[config.mk]
export PLATFORM = sky130hd
export DESIGN_NAME = spi_slave_if
export DESIGN_NICKNAME = d
export VERILOG_FILES = /design/src/rtl/spi_slave_if.sv
export SDC_FILE = /design/constraint.sdc
export NUM_CORES = 1
export LEC_CHECK = 0
export BUFFER_PORTS_ARGS = -buffer_cell sky130_fd_sc_hd__buf_2
export CORE_ASPECT_RATIO = 1.4
export CORE_MARGIN = 5
export CORE_UTILIZATION = 50
export DETAILED_ROUTE_END_ITERATION = 6
export PLACE_DENSITY = 0.86
export SLEW_MARGIN = 20
export SYNTH_ARGS = -nofsm -noshare
export SYNTH_HDL_FRONTEND = slang
export SYNTH_SLANG_ARGS = --single-unit
[constraint.sdc]
create_clock -name clk -period 1.6 [get_ports clk]
set_input_delay 0.32 -clock clk [delete_from_list [all_inputs] [get_ports clk]]
set_output_delay 0.32 -clock clk [all_outputs]
set_load 0.02 [all_outputs]
[src/rtl/spi_slave_if.sv]
// spi_slave_if: SPI slave front-end for the on-chip single-port memory.
// Deserializes 10-bit MOSI frames (MSB first) into rx_data/rx_valid and
// shifts 8-bit memory read data (tx_data/tx_valid) back out on MISO.
// Optional build macro SPI_SLAVE_RD_ORDER_CHK_EN: when defined, a read-data
// frame (cmd 11) arriving before any read-address frame (cmd 10) is dropped.
module spi_slave_if #(
   parameter logic IDLE_MISO = 1'b0
) (
   input  logic       clk,
   input  logic       rst_n,
   input  logic       SS_n,
   input  logic       MOSI,
   output logic [9:0] rx_data,
   output logic       rx_valid,
   input  logic [7:0] tx_data,
   input  logic       tx_valid,
   output logic       MISO
);

   typedef enum logic [2:0] {
      StIdle,
      StChkCmd,
      StWrite,
      StRead,
      StReadWait,
      StReadShift,
      StWaitSs
   } state_e;

   localparam logic [1:0] CmdRdAddr = 2'b10;
   localparam logic [1:0] CmdRdData = 2'b11;

   state_e     state_q, state_d;
   logic [3:0] cnt_q, cnt_d;
   logic [8:0] rx_shift_q, rx_shift_d;
   logic [9:0] rx_data_q, rx_data_d;
   logic       rx_valid_q, rx_valid_d;
   logic [7:0] tx_shift_q, tx_shift_d;
   logic       miso_q, miso_d;
   logic       rd_addr_seen_q, rd_addr_seen_d;

   // Frame assembled on the bit-0 edge and whether it is handed to memory.
   logic [9:0] frame_w;
   logic       deliver_w;

   assign rx_data  = rx_data_q;
   assign rx_valid = rx_valid_q;
   assign MISO     = miso_q;

   // Decide whether a completed frame reaches the memory.
   always_comb begin
      frame_w   = {rx_shift_q, MOSI};
      deliver_w = 1'b1;
`ifdef SPI_SLAVE_RD_ORDER_CHK_EN
      if (frame_w[9:8] == CmdRdData && !rd_addr_seen_q) begin
         deliver_w = 1'b0;
      end
`else
      deliver_w = 1'b1;
`endif
   end

   // Next-state and registered-output computation for the whole slave.
   always_comb begin
      state_d        = state_q;
      cnt_d          = cnt_q;
      rx_shift_d     = rx_shift_q;
      rx_data_d      = rx_data_q;
      rx_valid_d     = 1'b0;
      tx_shift_d     = tx_shift_q;
      miso_d         = miso_q;
      rd_addr_seen_d = rd_addr_seen_q;

      case (state_q)
         StIdle: begin
            cnt_d  = 4'd0;
            miso_d = IDLE_MISO;
            if (!SS_n) begin
               state_d = StChkCmd;
            end
         end

         StChkCmd: begin
            if (SS_n) begin
               state_d = StIdle;
               cnt_d   = 4'd0;
               miso_d  = IDLE_MISO;
            end else begin
               rx_shift_d = {8'd0, MOSI};
               cnt_d      = 4'd0;
               state_d    = MOSI ? StRead : StWrite;
            end
         end

         StWrite, StRead: begin
            if (cnt_q == 4'd8) begin
               // Bit 0 edge: the frame is complete even if SS_n rises now.
               rx_data_d  = frame_w;
               rx_valid_d = deliver_w;
               cnt_d      = 4'd0;
               if (deliver_w && frame_w[9:8] == CmdRdAddr) begin
                  rd_addr_seen_d = 1'b1;
               end else if (deliver_w && frame_w[9:8] == CmdRdData) begin
                  rd_addr_seen_d = 1'b0;
               end
               if (SS_n) begin
                  state_d = StIdle;
                  miso_d  = IDLE_MISO;
               end else if (deliver_w && frame_w[9:8] == CmdRdData) begin
                  state_d = StReadWait;
               end else begin
                  state_d = StWaitSs;
               end
            end else if (SS_n) begin
               state_d = StIdle;
               cnt_d   = 4'd0;
               miso_d  = IDLE_MISO;
            end else begin
               rx_shift_d = {rx_shift_q[7:0], MOSI};
               cnt_d      = cnt_q + 4'd1;
            end
         end

         StReadWait: begin
            if (SS_n) begin
               state_d = StIdle;
               cnt_d   = 4'd0;
               miso_d  = IDLE_MISO;
            end else if (tx_valid) begin
               // Bit 7 goes straight to MISO; the rest waits in the shifter.
               miso_d     = tx_data[7];
               tx_shift_d = {tx_data[6:0], 1'b0};
               cnt_d      = 4'd0;
               state_d    = StReadShift;
            end
         end

         StReadShift: begin
            if (SS_n) begin
               state_d = StIdle;
               cnt_d   = 4'd0;
               miso_d  = IDLE_MISO;
            end else if (cnt_q == 4'd7) begin
               miso_d  = IDLE_MISO;
               cnt_d   = 4'd0;
               state_d = StWaitSs;
            end else begin
               miso_d     = tx_shift_q[7];
               tx_shift_d = {tx_shift_q[6:0], 1'b0};
               cnt_d      = cnt_q + 4'd1;
            end
         end

         StWaitSs: begin
            miso_d = IDLE_MISO;
            if (SS_n) begin
               state_d = StIdle;
               cnt_d   = 4'd0;
            end
         end

         default: begin
            state_d = StIdle;
            cnt_d   = 4'd0;
            miso_d  = IDLE_MISO;
         end
      endcase
   end

   // State and output registers with synchronous active-low reset.
   always_ff @(posedge clk) begin
      if (!rst_n) begin
         state_q        <= StIdle;
         cnt_q          <= 4'd0;
         rx_shift_q     <= 9'd0;
         rx_data_q      <= 10'd0;
         rx_valid_q     <= 1'b0;
         tx_shift_q     <= 8'd0;
         miso_q         <= IDLE_MISO;
         rd_addr_seen_q <= 1'b0;
      end else begin
         state_q        <= state_d;
         cnt_q          <= cnt_d;
         rx_shift_q     <= rx_shift_d;
         rx_data_q      <= rx_data_d;
         rx_valid_q     <= rx_valid_d;
         tx_shift_q     <= tx_shift_d;
         miso_q         <= miso_d;
         rd_addr_seen_q <= rd_addr_seen_d;
      end
   end

endmodule

==> impl_metrics.ini, run 1 <==
[run_status]
outcome = finished with violations
failed_checks = setup timing

[clock_network]
cts_tree = done
worstSkewPairLatency_ns = 0.29
cts_max_level = 2
cts-root-buf = clkbuf_8
cts.path.max_buffers = 2
clk_pin_slew_ns = 0.07
cts_sinks = 35
numCtsBuffers = 5

[finish]
layout-drive-gt1-share_pct = 31.8
nets = 256
fin_cells = 282
final_area_mm2 = 0.00217
area_growth_pct = 29.4
diodes = 0

[logic_synthesis]
yosys_warnings = 0
synth_top_cell_by_area = dfxtp_1
ys_seq_elements = 35
synthesis.nets = 215
synth_commonest_cells = dfxtp_1, nand2_1, a21oi_1
synth_area_per_cell_um2 = 8.40
synth_area_leaders = dfxtp_1, nand2_1, a21oi_1, mux2i_1, a311oi_1
ys_types = 38
synth-edff-count = 0
ys.flop_type = dfxtp_1
yosysMostFrequentCell = dfxtp_1
seq_area_frac_synth_pct = 41.7
async_flop_share_pct = 0
syn_area_mm2 = 0.00168
synth_top_area_share_pct = 41.7
synthCells = 200

[placed_design]
place_congestion = 0.829
placed_cells = 269
hpwl_um = 2850
placed_cell_area_mm2 = 0.00196
portBuffers = 24
place_ws_ns = -0.0864

[worst_hold_path]
hp-class = in -> reg
hp-start = MOSI
hold_end = rx_data[0]
hold_depth = 3

[worst_setup_path]
r2r_slack_ns = -0.01
worst_setup_path_start_kind = register
arrival_ns = 1.80
cp_num_buf_inv = 1
worstPathMaxFanout = 9
crit_type = reg -> reg
worst_path_max_delay_cell = a2111o_2
crit_family = compound AO/OA/AOI/OAI gates
cp.required_ns = 1.79
cp_cell_sequence = inv_2, ha_4, and3b_1, a2111o_2, a22oi_2, nor2_1
critPathMaxStageDelay_ns = 0.54
timing.rr.start = cnt_q[1]
end_kind = register
rr_endpoint = rx_shift_q[6]
worstRegToRegCells = 6

[sta]
fin_ws_ns = -0.0103
fin_crit_sh_pct = 101
clock-skew-final_ns = 0.00330
hold_viol_final = 0
layout_min_cycle_time_ns = 1.61
clock.fmax_mhz = 621
slew_headroom_pct = 76.7
rsz0062_at_grt = yes
maxSlewViolCount = 0
tns_ns = -0.0154
setup_viol = 4
worst_pin_slew_ns = 0.347

[drt]
dr.first_iter.drc_count = 80
drc = 0
drt-wirelength-per-cell_um = 14.7
via_per_inst = 5.83
dr_total_vias = 1645
drt-total-wl_um = 4150
postRouteAntennaNets = 0
drtPass1Iterations = 4

[floorplanning]
placementRows = 25
ios = 25
die_w_um = 59.0
die_h_um = 78.6
die_area_mm2 = 0.00463
core_region_area_mm2 = 0.00332
initial_core_util_pct = 50.6

[global_route]
grt_usage_pct = 18.5
grt_max_degree = 26
grt_pass1_wl_um = 6610
grt_pass1_vias = 1526
grt_overflow = 0
antenna_found_initial = 0

[power]
ir_drop_mv = 0.736
p_per_area_mw_per_mm2 = 842
p_leak_nw = 0.872

[run]
maxCapViolCount = 0
==> how the worst max path moves through the flow <==
stage	start	to	slack [ns]	depth (start not counted)
after floorplan	cnt_q[0]	rx_shift_q[1]	-0.02	8
after global placement	cnt_q[0]	rx_shift_q[4]	-0.02	7
after detailed placement	cnt_q[0]	rx_shift_q[4]	-0.09	7
after CTS	cnt_q[0]	rx_shift_q[6]	-0.009	6
after global routing	cnt_q[1]	rx_shift_q[6]	-0.11	6
final	cnt_q[1]	rx_shift_q[6]	-0.01	6
==> metal layers <==
metal	vias up	wire length, um	GRT usage [%]
li1	805	-	-
met1	782	1590	20.3
met2	50	2230	32.0
met3	8	235	4.44
met4	0	93	9.30
met5	-	0	0
==> stage by stage <==
| stage | utilization (%) | hold slack (ns) | total power [mW] |
|---|---|---|---|
| after CTS | 63.5 | 0.285 | 1.84 |
| final | 65.5 | 0.298 | 1.83 |
| after global placement | 59.2 | 0.438 | 1.04 |
| after global routing | 65.5 | 0.303 | 1.90 |
| after floorplan | - | 0.445 | 0.988 |
| after detailed placement | 59.2 | 0.443 | 1.04 |
==> flip-flops by register name, summed over array words and instances (netlist names) <==
| name | flops |
|---|---|
| MISO | 1 |
| cnt_q | 4 |
| rx_data | 10 |
| rx_shift_q | 9 |
| rx_valid | 1 |
| state_q | 3 |
| tx_shift_q | 7 |
==> worst register-to-register path, delay by kind of cell, from the launching register on <==
kind / cells / cell delay, ns
AO/OA/AOI/OAI: 2 / 0.70
flip-flops: 1 / 0.35
AND/OR/NAND/NOR: 2 / 0.25
adder cells (fa/ha/maj): 1 / 0.15
buffers and inverters: 1 / 0.05
==> cell families after synthesis <==
| logic type | share of synthesized area (%) |
|---|---|
| and+or+nand+nor | 25.2 |
| buffers and inverters | 5.74 |
| adders and majority gates | 1.49 |
| AOI/OAI and AO/OA | 21.7 |
| muxes | 4.17 |
| DFF | 41.7 |
==> cell usage in the layout (no fill, tap or decap), types with 2 or more instances in the layout <==
| master | count |
|---|---|
| nor3_1 | 2 |
| a31oi_1 | 3 |
| nand2_1 | 32 |
| a211oi_1 | 2 |
| buf_2 | 24 |
| buf_4 | 23 |
| nand3b_1 | 5 |
| clkbuf_8 | 5 |
| nand3_1 | 12 |
| a21oi_1 | 24 |
| a311oi_2 | 2 |
| o211ai_1 | 2 |
| dfxtp_1 | 33 |
| nor4b_1 | 3 |
| nor2b_1 | 3 |
| a22oi_2 | 5 |
| nor2_1 | 13 |
| mux2i_1 | 7 |
| a311oi_1 | 5 |
| o21ai_0 | 2 |
| nand2b_1 | 3 |
| and3b_1 | 3 |
==> timing repair <==
| action | CTS | global route |
|---|---|---|
| cloned | 0 | 1 |
| resized for setup | 4 | 10 |
| buffers inserted | 2 | 2 |
| hold buffers | 0 | 0 |
| pin swaps | 5 | 3 |
| endpoints found under the setup margin | 10 | 27 |
==> layout make-up <==
| class | instances | area [um2] |
|---|---|---|
| Fill cell | 290 | 1140 |
| Multi-Input combinational cell | 147 | 967 |
| Sequential cell | 35 | 706 |
| Timing Repair Buffer | 49 | 324 |
| Clock buffer | 5 | 68.8 |
| Tap cell | 40 | 50.0 |
| Clock inverter | 3 | 43.8 |
| Inverter | 3 | 13.8 |
==> power by group <==
group / internal [mW] / switching, mW
clock: 0.464 / 0.335
sequential: 0.875 / 0.00731
combinational: 0.0663 / 0.0840
total: 1.40 / 0.426
Note: power is estimated with default switching activity, not from simulation.
==> run 2: changes to the inputs <==
--- a/config.mk
+++ b/config.mk
@@ -8,9 +8,9 @@
 export BUFFER_PORTS_ARGS = -buffer_cell sky130_fd_sc_hd__buf_2
 export CORE_ASPECT_RATIO = 1.4
 export CORE_MARGIN = 5
-export CORE_UTILIZATION = 50
+export CORE_UTILIZATION = 36
 export DETAILED_ROUTE_END_ITERATION = 6
-export PLACE_DENSITY = 0.86
+export PLACE_DENSITY = 0.69
 export SLEW_MARGIN = 20
 export SYNTH_ARGS = -nofsm -noshare
 export SYNTH_HDL_FRONTEND = slang
==> impl_metrics.ini, run 2 (synthesis results as in run 1) <==
[run_status]
outcome = finished with violations
failed_checks = setup timing

[drt]
postRouteAntennaNets = 0
dr_total_vias = 1621
drc = 0
drt-total-wl_um = 4260
dr.first_iter.drc_count = 83
drtPass1Iterations = 4
via_per_inst = 5.11
drt-wirelength-per-cell_um = 13.4

[placed_design]
placed_cell_area_mm2 = 0.00206
hpwl_um = 2990
place_ws_ns = -0.0959
placed_cells = 300
portBuffers = 24
place_congestion = 0.806

[finish]
final_cell_mix = buf_4, dfxtp_1, nand2_1
final_common_cell = buf_4
final_area_mm2 = 0.00231
nFillCells = 426
post-route-util_pct = 50.9
diodes = 0
layout-drive-gt1-share_pct = 37.6
fin_cells = 317
area_growth_pct = 37.4
nets = 269
largest_reg_flops = 10

[global_route]
grt_pass1_vias = 1496
grt_pass1_wl_um = 6760
grt_overflow = 0
grt_usage_pct = 14.0
grt_max_degree = 20
antenna_found_initial = 0

[sta]
setup_viol = 9
fin_ws_ns = -0.0891
fin_crit_sh_pct = 106
hold_viol_final = 0
layout_min_cycle_time_ns = 1.69
clock.fmax_mhz = 592
tns_ns = -0.337
clock-skew-final_ns = 0.00215
maxSlewViolCount = 0
slew_headroom_pct = 76.6
whs_ns = 0.295
worst_pin_slew_ns = 0.350
rsz0062_at_grt = yes

[clock_network]
numCtsBuffers = 5
clk_pin_slew_ns = 0.07
worstSkewPairLatency_ns = 0.29
cts_sinks = 35
cts-root-buf = clkbuf_8
cts_tree = done
cts.path.max_buffers = 2
cts_max_level = 2

[floorplanning]
die_w_um = 67.7
initial_core_util_pct = 37.0
die_h_um = 90.8
placementRows = 29
ios = 25
core_region_area_mm2 = 0.00454
die_area_mm2 = 0.00615

[worst_setup_path]
cp.required_ns = 1.78
worst_setup_path_start_kind = register
end_kind = register
crit_type = reg -> reg
worstPathMaxFanout = 5
arrival_ns = 1.87

[run]
maxCapViolCount = 0

[power]
ir_drop_mv = 0.556
p_per_area_mw_per_mm2 = 729
finalPower_mw = 1.68
p_leak_nw = 0.905

[worst_hold_path]
hp-class = in -> reg
==> run 2: worst max-delay path, stage by stage, from the launching register on <==
cell and delay [ns]:
dfxtp_2 0.35, inv_2 0.05, ha_4 0.15, and3b_2 0.24, a2111o_1 0.54, a22oi_2 0.19
nor2_1 0.06
==> run 2: repair_timing <==
item,4_1_cts,5_1_grt
buffers inserted,3,3
endpoints found under the setup margin,10,27
resized for setup,6,16
pin swaps,12,11
hold buffers,0,0
gates cloned,1,2
==> run 2: layer usage <==
| metal | track usage (%) | share of wire, % |
|---|---|---|
| met1 | 17.1 | 42 |
| met2 | 23.7 | 53 |
| met3 | 3.86 | 4.5 |
| met4 | 3.55 | 1.2 |
| met5 | 0 | 0 |
==> run 2: layout make-up <==
type                       instances  area, um2  share of cell area [%]
multi-input combinational        148       1000                    43.3
inverter                           3       11.3                   0.488
sequential                        35        703                    30.5
clock inverter                     3       20.0                   0.868
timing repair buffer              61        427                    18.5
clock buffer                       5       68.8                    2.98
tap                               62       77.6                    3.36
==> run 2: worst paths after layout <==
kind	from	endpoint	depth (start not counted)	slack, ns
setup / recovery	cnt_q[1]	rx_shift_q[7]	6	-0.09
hold / removal	tx_data[0]	tx_shift_q[1]	3	0.29
setup reg to reg	cnt_q[1]	rx_shift_q[7]	6	-0.09
hold reg to reg	rx_data[7]	rx_data[7]	2	0.45
==> run 2: power breakdown <==
part           total [mW]  switching (mW)  internal, mW
Sequential          0.884         0.00763         0.876
Combinational       0.156          0.0859        0.0705
Clock               0.641           0.338         0.303
Total                1.68           0.432          1.25
==> run 3: changes to the inputs <==
--- a/config.mk
+++ b/config.mk
@@ -6,11 +6,14 @@
 export NUM_CORES = 1
 export LEC_CHECK = 0
 export BUFFER_PORTS_ARGS = -buffer_cell sky130_fd_sc_hd__buf_2
+export CELL_PAD_IN_SITES_DETAIL_PLACEMENT = 0
+export CELL_PAD_IN_SITES_GLOBAL_PLACEMENT = 1
 export CORE_ASPECT_RATIO = 1.4
 export CORE_MARGIN = 5
 export CORE_UTILIZATION = 36
 export DETAILED_ROUTE_END_ITERATION = 6
-export PLACE_DENSITY = 0.69
+export PLACE_DENSITY = 0.84
+export SETUP_SLACK_MARGIN = 0.5
 export SLEW_MARGIN = 20
 export SYNTH_ARGS = -nofsm -noshare
 export SYNTH_HDL_FRONTEND = slang
==> constraint.sdc (replaced) <==
create_clock -name clk -period 1.5 [get_ports clk]
set_input_delay 0.3 -clock clk [delete_from_list [all_inputs] [get_ports clk]]
set_output_delay 0.3 -clock clk [all_outputs]
set_load 0.02 [all_outputs]
==> impl_metrics.ini, run 3 (synthesis results as in run 1) <==
[worst_setup_path]
arrival_ns = 1.84
crit_family = compound AO/OA/AOI/OAI gates
r2r_slack_ns = -0.15
end_kind = register
worstPathMaxFanout = 5
cp.required_ns = 1.69
startpoint = cnt_q[0]
crit_type = reg -> reg
timing.rr.start = cnt_q[0]
cp_cell_sequence = inv_2, ha_4, and3b_2, a2111o_2, a22oi_2, nor2_1
cp_num_buf_inv = 1
worst_setup_path_start_kind = register
critPathMaxStageDelay_ns = 0.55
worst_path_max_delay_cell = a2111o_2
worstRegToRegCells = 6
rr_endpoint = rx_shift_q[2]
critical_path.endpoint = rx_shift_q[2]
cp.depth = 6

[global_route]
grt_util_met3_pct = 3.74
grtUsageMet2_pct = 28.5
grt-busiest-layer = met2
grt_pass1_vias = 1687
use_met1_pct = 17.6
grt_max_degree = 15
grt_overflow = 0
grt_pass1_wl_um = 7580
grt_usage_pct = 16.2
antenna_found_initial = 0

[drt]
drt-wirelength-per-cell_um = 15.1
dr.first_iter.drc_count = 115
postRouteAntennaNets = 0
dr_total_vias = 1761
drtPass1Iterations = 5
drt-total-wl_um = 4950
drc = 0
via_per_inst = 5.37

[power]
ir_drop_mv = 0.362
p_per_area_mw_per_mm2 = 704
p_leak_nw = 1.05

[sta]
tns_ns = -1.66
clock-skew-final_ns = 0.00709
worst_pin_slew_ns = 0.481
fin_ws_ns = -0.153
hold_viol_final = 0
setup_viol = 27
maxSlewViolCount = 0
fin_crit_sh_pct = 110
clock.fmax_mhz = 605
slew_headroom_pct = 67.9
whs_ns = 0.274
rsz0062_at_grt = yes
layout_min_cycle_time_ns = 1.65

[placed_design]
place_congestion = 0.818
portBuffers = 24
hpwl_um = 3120
place_ws_ns = -0.168

[finish]
layout-drive-gt1-share_pct = 54.5
diodes = 0
final_cell_mix = buf_4, nand2_1, buf_6
nets = 281
area_growth_pct = 56.9
final_common_cell = buf_4
largest_reg_flops = 10

[clock_network]
cts_tree = done
cts_sinks = 35
numCtsBuffers = 5
cts.path.max_buffers = 2
worstSkewPairLatency_ns = 0.30
holdBufCountCts = 0
cts-root-buf = clkbuf_8
cts_max_level = 2
clk_pin_slew_ns = 0.08

[run_status]
failed_checks = setup timing
outcome = finished with violations

[floorplanning]
die_area_mm2 = 0.00615
placementRows = 29
ios = 25
die_w_um = 67.7
core_region_area_mm2 = 0.00454
die_h_um = 90.8
initial_core_util_pct = 37.0

[worst_hold_path]
hp-class = in -> reg

[run]
maxCapViolCount = 0
run 3: cell count changes in the layout (fill, tap and decap cells not counted), moves of 6 or more:
| cell | previous run | this run |
|---|---|---|
| buf_6 | 1 | 21 |
| dfxtp_1 | 33 | 20 |
| dfxtp_2 | 2 | 14 |
| buf_2 | 24 | 12 |
| a311oi_1 | 7 | 1 |
| a311oi_2 | 0 | 6 |
run 3: layout make-up:
cell class | instances | area [um2]
clock buffers | 6 | 82.6
clock inverters | 1 | 5.00
fillers | 403 | 1900
inverters | 3 | 11.3
multi-input cells | 148 | 1130
flip-flops and latches | 35 | 722
well taps | 62 | 77.6
repair buffers | 73 | 609
run 3: tightest hold or removal path, stage by stage:
cell and delay, ns:
buf_2 0.12, nand2_1 0.05, a21oi_1 0.05
run 3: where the power goes:
part | leakage (nW) | switching (mW) | internal (mW)
clock network | 0.0470 | 0.352 | 0.360
registers | 0.290 | 0.00904 | 0.933
logic | 0.711 | 0.107 | 0.0925
total | 1.05 | 0.468 | 1.39
run 3: worst min path at each step:
stage | start | end | slack, ns | depth (start not counted)
3_5_place_dp | rx_data[6] | rx_data[6] | 0.44 | 2
2_1_floorplan | rst_n | state_q[0] | 0.43 | 2
3_3_place_gp | rx_data[6] | rx_data[6] | 0.44 | 2
6_report | MOSI | rx_data[0] | 0.27 | 3
4_1_cts | MOSI | rx_data[0] | 0.27 | 3
5_1_grt | MOSI | rx_data[0] | 0.28 | 3
run 3: timing repair:
| item | in CTS | in global routing |
|---|---|---|
| gates cloned | 3 | 0 |
| pin swaps | 11 | 14 |
| setup buffers | 4 | 5 |
| resized for setup | 61 | 31 |
| endpoints found under the setup margin | 47 | 47 |
run 3: stage by stage:
step,instances,power [mW],area (um2),util (%)
floorplan,200,1.06,1760,-
global placement,309,1.13,2140,47.2
detailed placement,309,1.13,2140,47.2
CTS,323,1.84,2460,54.3
global route,328,1.92,2630,58.1
finish,328,1.85,2630,58.1
run 3: per-layer routing:
layer  share of wire [%]  wire length (um)
met5                   0                 0
met4                 2.4               117
met3                 3.8               186
met2                  55              2710
met1                  39              1940
